[config.mk]
export PLATFORM = sky130hd
export DESIGN_NAME = dual_pt_sram_fifo_ctrl
export DESIGN_NICKNAME = d
export VERILOG_FILES = /design/src/rtl/dual_pt_sram_fifo_ctrl.sv
export SDC_FILE = /design/constraint.sdc
export NUM_CORES = 1
export LEC_CHECK = 0
export CORE_AREA = 10 10 61 99
export DETAILED_ROUTE_END_ITERATION = 16
export DIE_AREA = 0 0 71 109
export HOLD_SLACK_MARGIN = 0.02
export PLACE_DENSITY = 0.76
export SLEW_MARGIN = 20
export SYNTH_ARGS = -nofsm -noshare
export SYNTH_HDL_FRONTEND = slang
export SYNTH_SLANG_ARGS = --single-unit
[constraint.sdc]
create_clock -name clk -period 3.6 [get_ports clk]
set_input_delay 0.72 -clock clk [delete_from_list [all_inputs] [get_ports clk]]
set_output_delay 0.72 -clock clk [all_outputs]
set_load 0.01 [all_outputs]
[src/rtl/dual_pt_sram_fifo_ctrl.sv]
// First-word-fall-through FIFO controller for an external registered-read dual-port SRAM.
// Optional synchronous flush port clr is enabled by defining FIFO_CLEAR_EN.
module dual_pt_sram_fifo_ctrl #(
  parameter int DW    = 8,
  parameter int AW    = 4,
  parameter int DEPTH = 1 << AW
) (
  input  logic          clk,
  input  logic          rst_n,
`ifdef FIFO_CLEAR_EN
  input  logic          clr,
`endif
  input  logic [DW-1:0] s_data,
  input  logic          s_valid,
  output logic          s_ready,
  output logic [DW-1:0] m_data,
  output logic          m_valid,
  input  logic          m_ready,
  output logic [AW:0]   count,
  output logic          mem_wen,
  output logic [AW-1:0] mem_addrw,
  output logic [DW-1:0] mem_din,
  output logic          mem_ren,
  output logic [AW-1:0] mem_addrr,
  input  logic [DW-1:0] mem_dout
);

  localparam logic [AW:0] DEPTH_C = (AW+1)'(DEPTH);

  logic [AW-1:0] wptr, rptr;
  logic [AW:0]   mem_cnt, next_count;
  logic          rd_pend, skid_valid;
  logic [DW-1:0] skid_data;
  logic          push, pop, fetch, flush;
  logic [1:0]    ob, ob_after;

`ifdef FIFO_CLEAR_EN
  assign flush = clr;
`else
  assign flush = 1'b0;
`endif

  assign push = s_valid & s_ready;
  assign pop  = m_valid & m_ready;

  // Words already committed to the output side: held, parked in skid, or arriving from the SRAM.
  assign ob       = 2'(m_valid) + 2'(skid_valid) + 2'(rd_pend);
  assign ob_after = ob - 2'(pop);
  assign fetch    = (mem_cnt != '0) && (ob_after < 2'd2);

  assign next_count = count + (AW+1)'(push) - (AW+1)'(pop);

  assign mem_wen   = push;
  assign mem_addrw = wptr;
  assign mem_din   = s_data;
  assign mem_ren   = fetch;
  assign mem_addrr = rptr;

  // NOTE: all state below uses non-blocking assignments so every register samples pre-edge values.
  always_ff @(posedge clk or negedge rst_n) begin
    if (!rst_n) begin
      wptr       <= '0;
      rptr       <= '0;
      mem_cnt    <= '0;
      count      <= '0;
      rd_pend    <= 1'b0;
      skid_valid <= 1'b0;
      skid_data  <= '0;
      m_valid    <= 1'b0;
      m_data     <= '0;
      s_ready    <= 1'b0;
    end else if (flush) begin
      wptr       <= '0;
      rptr       <= '0;
      mem_cnt    <= '0;
      count      <= '0;
      rd_pend    <= 1'b0;
      skid_valid <= 1'b0;
      m_valid    <= 1'b0;
      s_ready    <= 1'b1;
    end else begin
      if (push)  wptr <= wptr + 1'b1;
      if (fetch) rptr <= rptr + 1'b1;
      mem_cnt <= mem_cnt + (AW+1)'(push) - (AW+1)'(fetch);
      count   <= next_count;
      s_ready <= next_count < DEPTH_C;
      rd_pend <= fetch;

      if (pop) begin
        if (skid_valid) begin
          // Skid word advances; a word landing this edge takes its place in skid.
          m_data <= skid_data;
          if (rd_pend) skid_data  <= mem_dout;
          else         skid_valid <= 1'b0;
        end else if (rd_pend) begin
          m_data <= mem_dout;
        end else begin
          m_valid <= 1'b0;
        end
      end else if (rd_pend) begin
        if (!m_valid) begin
          m_data  <= mem_dout;
          m_valid <= 1'b1;
        end else begin
          skid_data  <= mem_dout;
          skid_valid <= 1'b1;
        end
      end
    end
  end

endmodule

==> results.toml, run 1 <==
[die]
initial_core_util = 0.460
die_x_um = 71
die_h_um = 109
placeableCoreArea_sq_um = 4400
rows = 32
dieArea_sq_um = 7740
ios = 53

[cts]
cts_root_buf = "clkbuf_8"
clk_path_buf_depth = 2
clock-sinks = 38
clkLatencyLatePin_ps = 290
clkTransAtPathRegs_ps = 70
htreeDepth = 2
cts-hold-fix-buffers = 0
cts_tree = "done"
cts_buffers = 5

[worst_setup_path]
endpoint_kind = "flop"
worstPathRequired_ps = 3810
worstPathCellList = "clkdlybuf4s50_1 > nand2_1 > ha_1 > ha_1 > a21oi_2 > xnor2_2 > nor2_2 > ha_1 > inv_1 > ha_1 > inv_1 > fa_1 > inv_1 > a21oi_1 > o21bai_1 > xnor2_1"
cp_slowest_cell = "clkdlybuf4s50_1"
crit_path_start_kind = "input port"
crit_top_cell = "ha_1"
path_max_fanout = 3
arrival_ps = 3580
crit_type = "input port to flop"
slowest_delay_ps = 480

[cells_and_area]
final_nets = 246
mostFrequentLayoutCells = "dfrtp_1, clkdlybuf4s50_1, inv_1"
diodes = 0
drive_above_1_share = 0.150
syn2layout_area_growth_pct = 22.5
final_common_cell = "dfrtp_1"

[sta]
period_minus_slack_ps = 3370
period_share = 0.936
finalMaxSlewViolations = 0
rsz0062_at_grt = "no"
fmax_ghz = 0.297
finalHoldViolCount = 0
final-setup-viol-count = 0
finalClockSkew_ps = 4.68
setup_tns_ps = 0
worst_slew_pin_slew_ps = 839
maxSlewHeadroom = 0.440
holdWs_ps = 466

[global_routing]
grt_pass1_vias = 1366
grt.overflow.total = 0
antenna_found_initial = 0
grt_usage = 0.102
grt_pass1_wl_mm = 6.37
grt_max_degree = 39

[run_status]
outcome = "finished clean"

[hold_path]
holdCritPathClass = "flop to flop"

[pwr]
ir_worst_vdd_mv = 0.738
powerDensity_nw_per_um2 = 1110
power.leakage_nw = 1.21

[yosys]
syn-num-nets = 208
syn-cell-area_sq_um = 2020
syn_inst = 169
ys_types = 29
syn_area_per_cell_sq_um = 12.0
ys_seq_area_frac = 0.470
synth_seq_cells = 38
yosysWarnings = 0

[detailed_routing]
drt_iter0_markers = 39
vias = 1263
drt-total-wl_mm = 3.65
vias_per_cell = 4.90
drc = 0
ant_nets = 0
first_pass_iters = 4
detail_route.wl_per_cell_um = 14.1

[place]
hpwl_mm = 2.75
portBuffers = 36
gp_congestion = 0.709

[run]
drv_cap = 0
[where the power goes]
part           internal (mW)  switching [mW]
Clock                  0.130           0.139
Combinational          0.912           0.718
Sequential             0.677           0.184
[state kept, by name, indices dropped and copies added (netlist names)]
| name | count |
|---|---|
| s_ready | 1 |
| mem_addrr | 4 |
| skid_valid | 1 |
| mem_addrw | 4 |
| m_data | 8 |
| mem_cnt | 5 |
| m_valid | 1 |
| rd_pend | 1 |
| skid_data | 8 |
| count | 5 |
[repair_timing]
action | CTS | global route
hold endpoints to repair | 0 | 0
gates resized for setup | 0 | 1
setup endpoints to repair | 0 | 1
setup buffers | 0 | 0
[critical path, delay by kind of cell]
kind | cells | cell delay (ps)
xor gates and xnor gates | 2 | 270
AOI/OAI and AO/OA | 3 | 390
adders and majority gates | 5 | 1390
and+or+nand+nor | 2 | 140
buffers and inverters | 4 | 650
[layout make-up]
type | count | area [sq um]
tap | 51 | 63.8
sequential | 38 | 951
clock buffer | 5 | 68.8
clock inverter | 2 | 10.0
fill | 403 | 1920
inverter | 19 | 71.3
multi-input combinational | 102 | 920
timing repair buffer | 41 | 395
[synthesized netlist by cell type (all sizes together)]
library cell	instances	share of area
dfrtp	38	0.47
inv	19	0.035
ha	17	0.11
a21oi	13	0.034
nor2	13	0.025
buf	10	0.041
mux2	10	0.072
xnor2	9	0.043
mux2i	8	0.040
xor2	7	0.030
nand2	4	0.0074
o21ai	4	0.0099
nand2b	3	0.0093
a21o	2	0.0074
fa	2	0.020
nand3	2	0.0074
nor2b	2	0.0062
nor3	2	0.013
nand4	1	0.0031
nor3b	1	0.0062
nor4b	1	0.012
o21bai	1	0.0037
[metrics by stage]
stage / setup slack (ps) / instance area (sq um) / std cells / power (mW) / utilization
final: 230 / 2480 / 258 / 2.76 / 0.563
after global routing: 1.79 / 2480 / 258 / 3.04 / 0.563
after CTS: 11.6 / 2480 / 258 / 2.82 / 0.563
after detailed placement: -50.7 / 2400 / 251 / 2.53 / 0.545
after global placement: -25.7 / 2400 / 251 / 2.48 / 0.545
after floorplan: 375 / 2020 / 169 / 1.95 / -
[final timing paths]
check | start | endpoint | slack [ps] | depth (start not counted)
max | m_ready | mem_cnt[4] | 230 | 16
min | mem_addrr[3] | mem_addrr[3] | 470 | 1
max reg2reg | m_valid | mem_cnt[4] | 620 | 15
min reg2reg | mem_addrr[3] | mem_addrr[3] | 470 | 1
max in group asynchronous | rst_n | mem_cnt[3] | 2540 | 1
min in group asynchronous | rst_n | skid_data[7] | 530 | 1
[per-layer routing]
| metal | GRT usage | vias to the layer above | share of wire |
|---|---|---|---|
| met5 | 0 | - | 0 |
| li1 | - | 616 | - |
| met1 | 0.104 | 607 | 0.41 |
| met2 | 0.175 | 32 | 0.50 |
| met4 | 0.0542 | 0 | 0.024 |
| met3 | 0.0382 | 8 | 0.067 |
[logic make-up (layout without fill, tap and decap cells)]
family,Yosys count,count (layout),synth area share
xor gates and xnor gates,16,16,0.0729
DFF,38,38,0.470
buffers and inverters,29,67,0.0760
muxes,18,18,0.112
AOI/OAI and AO/OA,20,20,0.0550
and+or+nand+nor,29,29,0.0896
adders and majority gates,19,19,0.125
Note: power is estimated with default switching activity, not from simulation.
==> run 2: changes to the inputs <==
--- a/config.mk
+++ b/config.mk
@@ -8,8 +8,10 @@
 export CORE_AREA = 10 10 61 99
 export DETAILED_ROUTE_END_ITERATION = 16
 export DIE_AREA = 0 0 71 109
+export GPL_TIMING_DRIVEN = 0
 export HOLD_SLACK_MARGIN = 0.02
 export PLACE_DENSITY = 0.76
+export SKIP_CTS_REPAIR_TIMING = 1
 export SLEW_MARGIN = 20
 export SYNTH_ARGS = -nofsm -noshare
 export SYNTH_HDL_FRONTEND = slang
==> results.toml, run 2 (same netlist as run 1, synthesis figures left out) <==
[detailed_routing]
detail_route.wl_per_cell_um = 14.5
vias_per_cell = 4.81
drt_iter0_markers = 24
drc = 0
ant_nets = 0
first_pass_iters = 3
drt-total-wl_mm = 3.97
vias = 1313

[hold_path]
holdCritPathClass = "input port to async pin"

[global_routing]
grt_pass1_wl_mm = 6.96
grt_max_degree = 22
grt.overflow.total = 0
grt_usage = 0.110
antenna_found_initial = 0
grt_pass1_vias = 1504

[cells_and_area]
mostFrequentLayoutCells = "clkdlybuf4s50_1, dfrtp_1, inv_1"
reg_top3 = "m_data x8, skid_data x8"
drive_above_1_share = 0.171
syn2layout_area_growth_pct = 33.6
diodes = 0
fillCellCount = 372
fin_util = 0.614
final_nets = 260
final_common_cell = "clkdlybuf4s50_1"
stdcell_count = 273

[pwr]
power.leakage_nw = 1.32
total_power_mw = 2.94
powerDensity_nw_per_um2 = 1090
ir_worst_vdd_mv = 0.651

[worst_setup_path]
crit_path_start_kind = "input port"
crit_type = "input port to flop"
crit_family = "adder cells"
arrival_ps = 3480
slowest_delay_ps = 410
crit_top_cell = "ha_1"
reg2reg_depth = 15
crit_buf_inv = 4
path_max_fanout = 5
r2r_end = "mem_cnt[4]"
worstPathRequired_ps = 3800
worstPathCellList = "dlymetal6s2s_1 > nand2_1 > ha_1 > ha_1 > a21oi_2 > xnor2_2 > nor2_4 > ha_1 > inv_1 > ha_1 > inv_1 > fa_1 > inv_1 > a21oi_1 > o21bai_1 > xnor2_1"
r2r_start = "m_valid"
endpoint_kind = "flop"
r2r_setup_slack_ps = 470
cp_slowest_cell = "fa_1"

[sta]
setup_tns_ps = 0
worst_slew_pin_slew_ps = 453
period_share = 0.909
rsz0062_at_grt = "no"
finalMaxSlewViolations = 0
finalClockSkew_ps = 5.60
finalHoldViolCount = 0
fmax_ghz = 0.305
final-setup-viol-count = 0
maxSlewHeadroom = 0.698
period_minus_slack_ps = 3270

[cts]
cts_buffers = 5
clock-sinks = 38
htreeDepth = 2
cts_root_buf = "clkbuf_8"
cts_tree = "done"
clk_path_buf_depth = 2
clkTransAtPathRegs_ps = 70
clkLatencyLatePin_ps = 280

[run_status]
outcome = "finished clean"

[die]
dieArea_sq_um = 7740
rows = 32
die_h_um = 109
initial_core_util = 0.460
ios = 53
die_x_um = 71
placeableCoreArea_sq_um = 4400

[place]
portBuffers = 44
placed_cells = 265
gp_congestion = 0.769
hpwl_mm = 3.16

[run]
drv_cap = 0
[run 2: worst reg2reg max path, stage by stage (launching register included)]
cell      delay, ps
dfrtp_1         480
nand2_1         140
ha_1            300
ha_1            290
a21oi_2         180
xnor2_2         190
nor2_4           90
ha_1            300
inv_1            50
ha_1            150
inv_1            50
fa_1            410
inv_1            70
a21oi_1          70
o21bai_1        150
xnor2_1         130
[run 2: metrics by stage]
stage	hold slack [ps]	instance area, sq um	setup slack, ps
global route	393	2700	93.0
detailed placement	465	2550	-456
finish	374	2700	326
global placement	460	2530	-392
CTS	386	2690	-329
floorplan	424	2020	375
[run 2: worst max-delay path by stage]
stage / end / cells past startpoint / slack (ps) / start
6_report: mem_cnt[4] / 16 / 330 / m_ready
5_1_grt: mem_cnt[4] / 16 / 90 / m_ready
4_1_cts: mem_ren / 8 / -330 / m_ready
3_5_place_dp: mem_cnt[4] / 16 / -460 / m_ready
3_3_place_gp: mem_cnt[4] / 16 / -390 / m_ready
2_1_floorplan: mem_cnt[4] / 15 / 370 / m_ready
[run 2: power by group]
part           switching [mW]  total [mW]  internal [mW]
combinational           0.744        1.64          0.892
sequential              0.182       0.859          0.676
clock                   0.146       0.442          0.295
[run 2: area by class of cell]
cell class | instances | area, sq um | area share
multi-input cells | 102 | 925 | 0.342
flip-flops and latches | 38 | 951 | 0.352
plain buffers | 10 | 82.6 | 0.0305
inverters | 19 | 71.3 | 0.0264
clock inverters | 2 | 60.1 | 0.0222
clock buffers | 6 | 82.6 | 0.0305
repair buffers | 45 | 468 | 0.173
well taps | 51 | 63.8 | 0.0236
[run 2: routing by layer]
layer,up-vias,GRT usage,part of all wire
met5,-,0,0
met2,41,0.190,0.52
met1,621,0.114,0.38
met4,0,0.0458,0.017
li1,647,-,-
met3,4,0.0482,0.082
==> run 3: changes to the inputs <==
--- a/config.mk
+++ b/config.mk
@@ -8,7 +8,6 @@
 export CORE_AREA = 10 10 61 99
 export DETAILED_ROUTE_END_ITERATION = 16
 export DIE_AREA = 0 0 71 109
-export GPL_TIMING_DRIVEN = 0
 export HOLD_SLACK_MARGIN = 0.02
 export PLACE_DENSITY = 0.76
 export SKIP_CTS_REPAIR_TIMING = 1
==> results of run 3 <==
The final DEF is identical to that of run 1; final timing and power are the same.
